## src/rtl/clock_sync_host_if.sv

```systemverilog
// PC104 I/O-cycle bus between the clock-sync host (master) and the peripheral (slave).
interface clock_sync_host_if;
  logic [9:0] address;
  logic       aen;
  logic       write_n;
  logic       read_n;
  logic [7:0] data_out;
  logic       data_oe;
  logic [7:0] data_in;

  modport master (
    output address, aen, write_n, read_n, data_out, data_oe,
    input  data_in
  );

  modport slave (
    input  address, aen, write_n, read_n, data_out, data_oe,
    output data_in
  );
endinterface

```

## src/rtl/clock_sync_host.sv

```systemverilog
// PC104 host that runs GET/SET command sequences against the clock-sync peripheral,
// with IRQ-triggered GETs. All outputs are registered from the next-state values.
module clock_sync_host #(
  parameter logic [9:0] ADDRESS    = 10'h233,
  parameter int         SETUP_CYC  = 2,
  parameter int         STROBE_CYC = 4,
  parameter int         HOLD_CYC   = 2
) (
  input  logic               clock,
  input  logic               reset,
  input  logic               start_get,
  input  logic               start_set,
  input  logic [4:0]         set_hr,
  input  logic [5:0]         set_min,
  input  logic [5:0]         set_sec,
  input  logic               irq_in,
  output logic               busy,
  output logic               get_valid,
  output logic               set_done,
  output logic [4:0]         get_hr,
  output logic [5:0]         get_min,
  output logic [5:0]         get_sec,
  clock_sync_host_if.master  bus
);

  localparam logic [2:0] S_IDLE   = 3'd0;
  localparam logic [2:0] S_ARM    = 3'd1;
  localparam logic [2:0] S_SETUP  = 3'd2;
  localparam logic [2:0] S_STROBE = 3'd3;
  localparam logic [2:0] S_HOLD   = 3'd4;
  localparam logic [2:0] S_DONE   = 3'd5;

  localparam logic [7:0] SETUP_LAST  = 8'(SETUP_CYC - 1);
  localparam logic [7:0] STROBE_LAST = 8'(STROBE_CYC - 1);
  localparam logic [7:0] HOLD_LAST   = 8'(HOLD_CYC - 1);

  // GET: even steps write a select byte, odd steps read; SET: every step writes.
  function automatic logic [7:0] cmd_byte(input logic is_set, input logic [2:0] step,
                                          input logic [3:0] hr, input logic [4:0] mn,
                                          input logic [4:0] sc);
    logic [7:0] b;
    b = 8'h00;
    if (is_set) begin
      case (step[1:0])
        2'd0:    b = {4'b1000, hr};
        2'd1:    b = {3'b101, mn};
        2'd2:    b = {3'b110, sc};
        default: b = 8'hE0;
      endcase
    end else begin
      b = {1'b0, step[2:1], 5'b00000};
    end
    return b;
  endfunction

  logic [2:0] state_q, state_d;
  logic [7:0] cnt_q, cnt_d;
  logic [2:0] step_q, step_d;
  logic       is_set_q, is_set_d, irq_pend_q, irq_pend_d;
  logic [3:0] hr_q, hr_d, rd_hr_q, rd_hr_d;
  logic [4:0] min_q, min_d, sec_q, sec_d, rd_min_q, rd_min_d, rd_sec_q, rd_sec_d;
  logic       busy_q, get_valid_q, set_done_q;
  logic [4:0] get_hr_q;
  logic [5:0] get_min_q, get_sec_q;
  logic [9:0] address_q, address_d;
  logic       aen_q, aen_d, write_n_q, write_n_d, read_n_q, read_n_d, data_oe_q, data_oe_d;
  logic [7:0] data_out_q, data_out_d;
  logic       rd_cycle_s, wr_next_s, in_cycle_s, done_next_s;
  logic [2:0] last_step_s;
  logic       unused_s;

  assign unused_s    = ^{set_hr[4], set_min[5], set_sec[5], bus.data_in[7:5]};
  assign rd_cycle_s  = ~is_set_q & step_q[0];
  assign last_step_s = is_set_q ? 3'd3 : 3'd5;

  // Sequencer: request arbitration, phase counting, read capture.
  always_comb begin
    state_d    = state_q;
    cnt_d      = cnt_q;
    step_d     = step_q;
    is_set_d   = is_set_q;
    irq_pend_d = irq_pend_q | irq_in;
    hr_d       = hr_q;
    min_d      = min_q;
    sec_d      = sec_q;
    rd_hr_d    = rd_hr_q;
    rd_min_d   = rd_min_q;
    rd_sec_d   = rd_sec_q;
    case (state_q)
      S_IDLE: begin
        if (start_set) begin
          state_d  = S_ARM;
          is_set_d = 1'b1;
          step_d   = 3'd0;
          hr_d     = set_hr[3:0];
          min_d    = set_min[4:0];
          sec_d    = set_sec[4:0];
        end else if (start_get || irq_pend_q || irq_in) begin
          state_d    = S_ARM;
          is_set_d   = 1'b0;
          step_d     = 3'd0;
          irq_pend_d = 1'b0;
        end else begin
          state_d = S_IDLE;
        end
      end
      S_ARM: begin
        state_d = S_SETUP;
        cnt_d   = 8'd0;
      end
      S_SETUP: begin
        if (cnt_q == SETUP_LAST) begin
          state_d = S_STROBE;
          cnt_d   = 8'd0;
        end else begin
          cnt_d = cnt_q + 8'd1;
        end
      end
      S_STROBE: begin
        if (cnt_q == STROBE_LAST) begin
          state_d = S_HOLD;
          cnt_d   = 8'd0;
          if (rd_cycle_s) begin
            case (step_q[2:1])
              2'd0:    rd_hr_d  = bus.data_in[3:0];
              2'd1:    rd_min_d = bus.data_in[4:0];
              default: rd_sec_d = bus.data_in[4:0];
            endcase
          end else begin
            rd_hr_d = rd_hr_q;
          end
        end else begin
          cnt_d = cnt_q + 8'd1;
        end
      end
      S_HOLD: begin
        if (cnt_q == HOLD_LAST) begin
          cnt_d = 8'd0;
          if (step_q == last_step_s) begin
            state_d = S_DONE;
          end else begin
            state_d = S_SETUP;
            step_d  = step_q + 3'd1;
          end
        end else begin
          cnt_d = cnt_q + 8'd1;
        end
      end
      S_DONE:  state_d = S_IDLE;
      default: state_d = S_IDLE;
    endcase
  end

  // Bus pins for the coming clock; aen/data_oe stay asserted across back-to-back cycles.
  always_comb begin
    in_cycle_s  = (state_d == S_SETUP) || (state_d == S_STROBE) || (state_d == S_HOLD);
    wr_next_s   = is_set_d | ~step_d[0];
    done_next_s = (state_d == S_DONE);
    address_d   = in_cycle_s ? ADDRESS : 10'h000;
    aen_d       = ~in_cycle_s;
    write_n_d   = ~((state_d == S_STROBE) & wr_next_s);
    read_n_d    = ~((state_d == S_STROBE) & ~wr_next_s);
    data_oe_d   = in_cycle_s & wr_next_s;
    if (in_cycle_s && wr_next_s) begin
      data_out_d = cmd_byte(is_set_d, step_d, hr_d, min_d, sec_d);
    end else begin
      data_out_d = 8'h00;
    end
  end

  // State and registered outputs, synchronous reset.
  always_ff @(posedge clock) begin
    if (reset) begin
      state_q     <= S_IDLE;
      cnt_q       <= 8'd0;
      step_q      <= 3'd0;
      is_set_q    <= 1'b0;
      irq_pend_q  <= 1'b0;
      hr_q        <= 4'd0;
      min_q       <= 5'd0;
      sec_q       <= 5'd0;
      rd_hr_q     <= 4'd0;
      rd_min_q    <= 5'd0;
      rd_sec_q    <= 5'd0;
      busy_q      <= 1'b0;
      get_valid_q <= 1'b0;
      set_done_q  <= 1'b0;
      get_hr_q    <= 5'd0;
      get_min_q   <= 6'd0;
      get_sec_q   <= 6'd0;
      address_q   <= 10'h000;
      aen_q       <= 1'b1;
      write_n_q   <= 1'b1;
      read_n_q    <= 1'b1;
      data_oe_q   <= 1'b0;
      data_out_q  <= 8'h00;
    end else begin
      state_q     <= state_d;
      cnt_q       <= cnt_d;
      step_q      <= step_d;
      is_set_q    <= is_set_d;
      irq_pend_q  <= irq_pend_d;
      hr_q        <= hr_d;
      min_q       <= min_d;
      sec_q       <= sec_d;
      rd_hr_q     <= rd_hr_d;
      rd_min_q    <= rd_min_d;
      rd_sec_q    <= rd_sec_d;
      busy_q      <= (state_d != S_IDLE);
      get_valid_q <= done_next_s & ~is_set_q;
      set_done_q  <= done_next_s & is_set_q;
      if (done_next_s && !is_set_q) begin
        get_hr_q  <= {1'b0, rd_hr_q};
        get_min_q <= {1'b0, rd_min_q};
        get_sec_q <= {1'b0, rd_sec_q};
      end else begin
        get_hr_q  <= get_hr_q;
      end
      address_q   <= address_d;
      aen_q       <= aen_d;
      write_n_q   <= write_n_d;
      read_n_q    <= read_n_d;
      data_oe_q   <= data_oe_d;
      data_out_q  <= data_out_d;
    end
  end

  assign busy         = busy_q;
  assign get_valid    = get_valid_q;
  assign set_done     = set_done_q;
  assign get_hr       = get_hr_q;
  assign get_min      = get_min_q;
  assign get_sec      = get_sec_q;
  assign bus.address  = address_q;
  assign bus.aen      = aen_q;
  assign bus.write_n  = write_n_q;
  assign bus.read_n   = read_n_q;
  assign bus.data_oe  = data_oe_q;
  assign bus.data_out = data_out_q;

endmodule

```

## src/flat_wrapper.sv

```systemverilog
// flat-port wrapper written by rule: the top's interface ports become plain ports
module clock_sync_host_flat 
#(
  parameter logic [9:0] ADDRESS    = 10'h233,
  parameter int         SETUP_CYC  = 2,
  parameter int         STROBE_CYC = 4,
  parameter int         HOLD_CYC   = 2
)
  (clock, reset, start_get, start_set, set_hr, set_min, set_sec, irq_in, busy, get_valid, set_done, get_hr, get_min, get_sec, bus_address, bus_aen, bus_write_n, bus_read_n, bus_data_out, bus_data_oe, bus_data_in);
  clock_sync_host_if bus_i ();
  input  logic clock;
  input  logic reset;
  input  logic start_get;
  input  logic start_set;
  input  logic [4:0] set_hr;
  input  logic [5:0] set_min;
  input  logic [5:0] set_sec;
  input  logic irq_in;
  output logic busy;
  output logic get_valid;
  output logic set_done;
  output logic [4:0] get_hr;
  output logic [5:0] get_min;
  output logic [5:0] get_sec;
  output wire logic [$bits(bus_i.address)-1:0] bus_address;
  output wire logic [$bits(bus_i.aen)-1:0] bus_aen;
  output wire logic [$bits(bus_i.write_n)-1:0] bus_write_n;
  output wire logic [$bits(bus_i.read_n)-1:0] bus_read_n;
  output wire logic [$bits(bus_i.data_out)-1:0] bus_data_out;
  output wire logic [$bits(bus_i.data_oe)-1:0] bus_data_oe;
  input wire logic [$bits(bus_i.data_in)-1:0] bus_data_in;
  assign bus_address = bus_i.address;
  assign bus_aen = bus_i.aen;
  assign bus_write_n = bus_i.write_n;
  assign bus_read_n = bus_i.read_n;
  assign bus_data_out = bus_i.data_out;
  assign bus_data_oe = bus_i.data_oe;
  assign bus_i.data_in = bus_data_in;
  clock_sync_host #(.ADDRESS(ADDRESS), .SETUP_CYC(SETUP_CYC), .STROBE_CYC(STROBE_CYC), .HOLD_CYC(HOLD_CYC)) u_core (.clock(clock), .reset(reset), .start_get(start_get), .start_set(start_set), .set_hr(set_hr), .set_min(set_min), .set_sec(set_sec), .irq_in(irq_in), .busy(busy), .get_valid(get_valid), .set_done(set_done), .get_hr(get_hr), .get_min(get_min), .get_sec(get_sec), .bus(bus_i));
endmodule
```

## config.mk

```make
export PLATFORM = sky130hd
export DESIGN_NAME = clock_sync_host_flat
export DESIGN_NICKNAME = d
export VERILOG_FILES = /design/src/rtl/clock_sync_host_if.sv /design/src/rtl/clock_sync_host.sv /design/src/flat_wrapper.sv
export SDC_FILE = /design/constraint.sdc
export NUM_CORES = 1
export LEC_CHECK = 0
export CAP_MARGIN = 10
export CORE_UTILIZATION = 39
export DETAILED_ROUTE_END_ITERATION = 16
export DONT_BUFFER_PORTS = 1
export HOLD_SLACK_MARGIN = 0.15
export PLACE_DENSITY = 0.6
export RECOVER_POWER = 100
export SYNTH_ARGS = -nofsm -noshare
export SYNTH_HDL_FRONTEND = slang
export SYNTH_SLANG_ARGS = --single-unit
```

## constraint.sdc

```tcl
create_clock -name clock -period 4.55 [get_ports clock]
set_input_delay 0.6825 -clock clock [delete_from_list [all_inputs] [get_ports clock]]
set_output_delay 0.6825 -clock clock [all_outputs]
set_load 0.1 [all_outputs]
```

# Yosys cells after proc, flatten, opt, wreduce, memory -nomap -nowiden
# Index checks and enable logic that the tools add are counted.
[op_classes]
n_addsub = 2
n_eq_ne = 14
n_mux = 31
bitwise = 17
reduce_logical = 19
[ops]
columns = ["cell", "n"]
rows = [
  ["3-bit two-way mux", 10],
  ["8-bit one-hot mux with 3 select lines", 1],
  ["7-bit one-hot mux with 3 select lines", 1],
  ["5-bit two-way mux", 4],
  ["8-bit two-way mux", 2],
  ["3-bit one-hot mux with 5 select lines", 1],
  ["3-bit by 2-bit equality test with 1-bit output (second input constant)", 4],
  ["4-bit AND reduction", 3],
  ["10-bit two-way mux", 1],
  ["3-bit equality test (second input constant)", 3],
  ["1-bit NOT", 9],
  ["8-bit by 1-bit adder with 8-bit output (second input constant)", 1],
  ["8-bit by 1-bit equality test with 1-bit output (second input constant)", 1],
  ["8-bit by 2-bit equality test with 1-bit output (second input constant)", 1],
  ["4-bit two-way mux", 2],
  ["1-bit two-way mux", 7],
  ["7-bit two-way mux", 1],
  ["1-bit AND", 6],
  ["3-bit one-hot mux with 2 select lines", 1],
  ["3-bit nonzero test", 2],
  ["2-bit OR reduction", 3],
  ["2-bit by 1-bit equality test with 1-bit output (second input constant)", 2],
  ["2-bit logical NOT", 2],
  ["1-bit logical OR", 4],
  ["other kinds (9)", 11],
]
[word_totals]
register_bits = 83
input_bits = 30
output_inout_bits = 42
word_cells = 107

# Depth between registers and ports, before layout
[depth]
word_depth = 11
depth_mapped = 9
ltp_nobuf = 7

# Worst setup path after synthesis
# No wires, ideal clock.
[synth_path]
path_kind = "in2reg"
from = "input start_set"
to = "register u_core.data_out_q[0] (netlist: u_core.bus.data_out[0])"
setup_ns = 0.120
t_arrival_ns = 2.287
required_time_ns = 4.430
slack_ns = 2.143
cell_stages = 7
path_buffers = 1
path_cell_list = "or4_1 -> o21ai_0 -> a22o_1 -> a31o_2 -> buf_2 -> nor3_1 -> o31a_1"
[synth_between]
elab_chain_len = 8
elab_cells_between_ends = 27
classes_between = "5 x eq/ne; 13 x mux; 4 x bitwise; 5 x reduce/logical"
[synth_rtl]
columns = ["element", "line", "rtl"]
rows = [
  ["start, declared", "flat_wrapper.sv:14", "input logic start_set;"],
  ["3-bit two-way mux", "clock_sync_host.sv:91", "if (start_set) begin"],
  ["3-bit one-hot mux with 5 select lines", "clock_sync_host.sv:89", "case (state_q)"],
  ["3-bit by 2-bit equality test with 1-bit output", "clock_sync_host.sv:156", "in_cycle_s = (state_d == S_SETUP) || (state_d == S_STROBE) || (state_d == S_HOLD);"],
  ["1-bit logical OR (2 in a row)", "clock_sync_host.sv:156", ""],
  ["1-bit logical AND", "clock_sync_host.sv:164", "if (in_cycle_s && wr_next_s) begin"],
  ["1-bit NOT (no source line)", "-", ""],
  ["3-bit OR reduction (no source line)", "-", ""],
  ["end signal, assigned", "clock_sync_host.sv:224", "data_out_q <= data_out_d;"],
  ["end, declared", "clock_sync_host.sv:67", "logic [7:0] data_out_q, data_out_d;"],
]
# Parallel ways exist; a longest one is shown, timed or not.
# A chain may end at the register's enable or synchronous reset.

==> impl_metrics.tcl <==
set metrics [dict create \
    numCtsBuffers 9 \
    remaining_drc_errors 0 \
    power_mw 1.48 \
    final-hold-violation-count 0 \
    slowest_delay_ps 1710 \
    ctsResizeCount 0 \
    pin_count 72 \
    vdd_ir_drop_max_v 0.000189 \
    synth_area_leader_cell "dfxtp_1" \
    setup_viol 0 \
    yosysTopAreaCellShare_pct 45.7 \
    track_usage_pct 16.4 \
    arrival_ps 3000 \
    design.die.area_um2 8670 \
    ys_top_cells_by_area "dfxtp_1 46%, mux2i_1 12%, nor2_1 6.7%" \
    finalCritPeriodShare_pct 80.8 \
    num_rows 32 \
    max_slew_margin_pct -52.3 \
    ys_seq_area_share_pct 45.7 \
    gp_congestion 0.821 \
    num_antenna_cells 0 \
    dp_hpwl_um 4380 \
    sw_frac_of_total_pct 30.3 \
    drv_cap 1 \
    wl_per_cell_um 14.7 \
    internal_power_mw 1.03 \
    status "complete, but fails checks" \
    rsz0062_at_grt "no" \
    synth_compound_area_share_pct 12.4 \
    grt_max_degree 64 \
    critPathTopFamily "buffers and inverters" \
    tightestPinTransition_ps 2290 \
    fin_skew_ps 10.4 \
    setup_ws_ps 872 \
    violations "capacitance limit, slew limit" \
    leakage_nw 1.29 \
    synthMuxAreaShare_pct 11.7 \
    synth_cells 348 \
    p_seq_share_pct 51.3 \
    routed_wl_um 6500 \
    portBuffers 0 \
    holdCritPathClass "in2reg" \
    crit_chain "clkbuf_1" \
    antenna_left 0 \
    first_pass_iters 4 \
    p_sw_mw 0.448 \
    syn_area_per_cell_um2 9.31 \
    synthXorXnorAreaFrac_pct 0 \
    hold_buffers 0 \
    cts_tree "done" \
    crit_type "reg2out" \
    share_comb_of_total_power_pct 10.5 \
    place_ws_ps 1580 \
    maxSlewViolCount 1 \
    synthAdderAreaFrac_pct 1.16 \
    antenna_found_initial 0 \
    cts.path.max_buffers 2 \
    globalRouteOverflowTotal 0 \
    drive_above_1_share_pct 7.04 \
    fin_tns_setup_ps 0 \
    fp.dieW_um 93.1 \
    clock-sinks 74 \
    p_clk_share_pct 38.2 \
    yosysWarnings 0 \
    dr_total_vias 2326 \
    min_period_ps 3680 \
    synth_top_family_by_area "simple AND/OR/NAND/NOR gates" \
    crit_buf_inv 1 \
    grt_pass1_wl_um 11000 \
    htreeDepth 3 \
    yosys.area_share.simple_pct 22.6 \
    setup.worst_path.end_class "output pin" \
    synth-seq-cells 74 \
    worst-path-max-fanout 4 \
    synth.cell_area_um2 3240 \
    required_ps 3870 \
    clk-insertion-delay-late_ps 360 \
    yosysUniqueCellTypes 53 \
    die_h_um 93.1 \
    vias_per_cell 5.25 \
    area_delta_synth_final_pct 4.94 \
    final_nets 369 \
    worstSetupStartpointType "flip-flop" \
    power_density_nw_per_um2 436 \
    initial_utilization_pct 41.1 \
    grt_pass1_vias 2267 \
    cts-root-buf "clkbuf_8" \
    clk_pin_slew_worst_paths_ps 80 \
    post_cts_buffers 0 \
    first_iter_violations 131 \
    crit_slowest_cell "clkbuf_1" \
    fmax_mhz 272 \
    core_area_um2 7890 \
]
metrics by stage:
step,util (%),hold WS (ps),instance area (µm²),cells
after global routing,43.1,370,3400,443
after CTS,43.7,381,3450,443
final,43.1,405,3400,443
after global placement,40.9,438,3230,427
after detailed placement,40.9,441,3230,427
after floorplan,-,432,3270,355
layer usage:
| layer | vias to the layer above | GRT usage, % | share of wire, % |
|---|---|---|---|
| li1 | 1169 | - | - |
| met1 | 1090 | 21.2 | 48 |
| met2 | 61 | 23.6 | 45 |
| met3 | 6 | 5.93 | 5.9 |
| met4 | 0 | 8.59 | 1.7 |
| met5 | - | 0 | 0 |
flip-flops by register name, indices dropped and copies added (netlist names), 3 cells and up:
register / count
u_core.bus.data_out: 8
u_core.cnt_q: 8
u_core.get_min: 5
u_core.get_sec: 5
u_core.min_q: 5
u_core.rd_min_q: 5
u_core.rd_sec_q: 5
u_core.sec_q: 5
u_core.get_hr: 4
u_core.hr_q: 4
u_core.rd_hr_q: 4
u_core.state_q: 3
u_core.step_q: 3
path summary, 6_finish.rpt:
check / cells after the start / slack, ps / endpoint / start
worst min register to register: 2 / 460 / u_core.rd_sec_q[1]$_SDFFE_PP0P_ / u_core.rd_sec_q[1]$_SDFFE_PP0P_
worst max-delay path: 1 / 870 / bus_address[1] / u_core.bus.address[5]$_SDFF_PP0_
worst max register to register: 6 / 1100 / u_core.rd_min_q[2]$_SDFFE_PP0P_ / u_core.cnt_q[6]$_SDFFE_PP0P_
worst min-delay path: 1 / 410 / u_core.state_q[0]$_SDFF_PP0_ / reset
power by group through the flow:
stage          Clock (mW)  Combinational [mW]  Sequential [mW]
2_1_floorplan           0               0.180            0.748
6_report            0.566               0.156            0.760
4_1_cts             0.578               0.158            0.760
3_5_place_dp            0               0.158            0.775
3_3_place_gp            0               0.156            0.775
5_1_grt             0.604               0.171            0.763
cell type report:
type                       instances  area, µm²
sequential                        74       1490
inverter                           5       18.8
clock buffer                      11        141
fill                             772       4490
timing repair buffer               2       7.51
tap                              102        128
multi-input combinational        244       1540
clock inverter                     5       77.6
synth_stat cells, drive strengths merged:
library cell,n
nor4b,1
conb,1
nor2,59
a22o,1
nor3,16
ha,3
nand3b,2
a21o,2
a21oi,17
nand3,9
o41ai,1
a31o,1
or3b,1
nor2b,3
a221oi,2
a31oi,3
nor4,2
or3,5
or4,1
and4bb,1
dfxtp,74
a311oi,1
o21ai,11
and3,7
and2,3
inv,5
nand2,19
nand2b,1
and2b,1
nor3b,8
o31a,5
and4b,1
o21a,1
a211oi,1
o211ai,4
o211a,1
buf,19
mux2i,38
o22ai,1
a2111oi,1
clkbuf,13
or2,2
kinds of logic after synthesis:
group                      after synthesis
muxes                                   38
DFF                                     74
buffers and inverters                   37
adders and majority gates                3
and+or+nand+nor                        142
other                                    1
AOI/OAI and AO/OA                       53
layout by cell type (no fill, tap or decap), drive strengths merged, types with 3 or more instances in the layout:
cell type	netlist	layout
a21oi	17	17
a31oi	3	3
and2	3	3
and3	7	7
clkbuf	13	13
conb	1	8
dfxtp	74	74
ha	3	3
inv	5	5
mux2i	38	38
nand2	19	19
nand3	9	9
nor2	59	59
nor2b	3	3
nor3	16	16
nor3b	8	8
o211ai	4	4
o21ai	11	11
o31a	5	5
or3	5	5
Note: power is estimated with default switching activity, not from simulation.
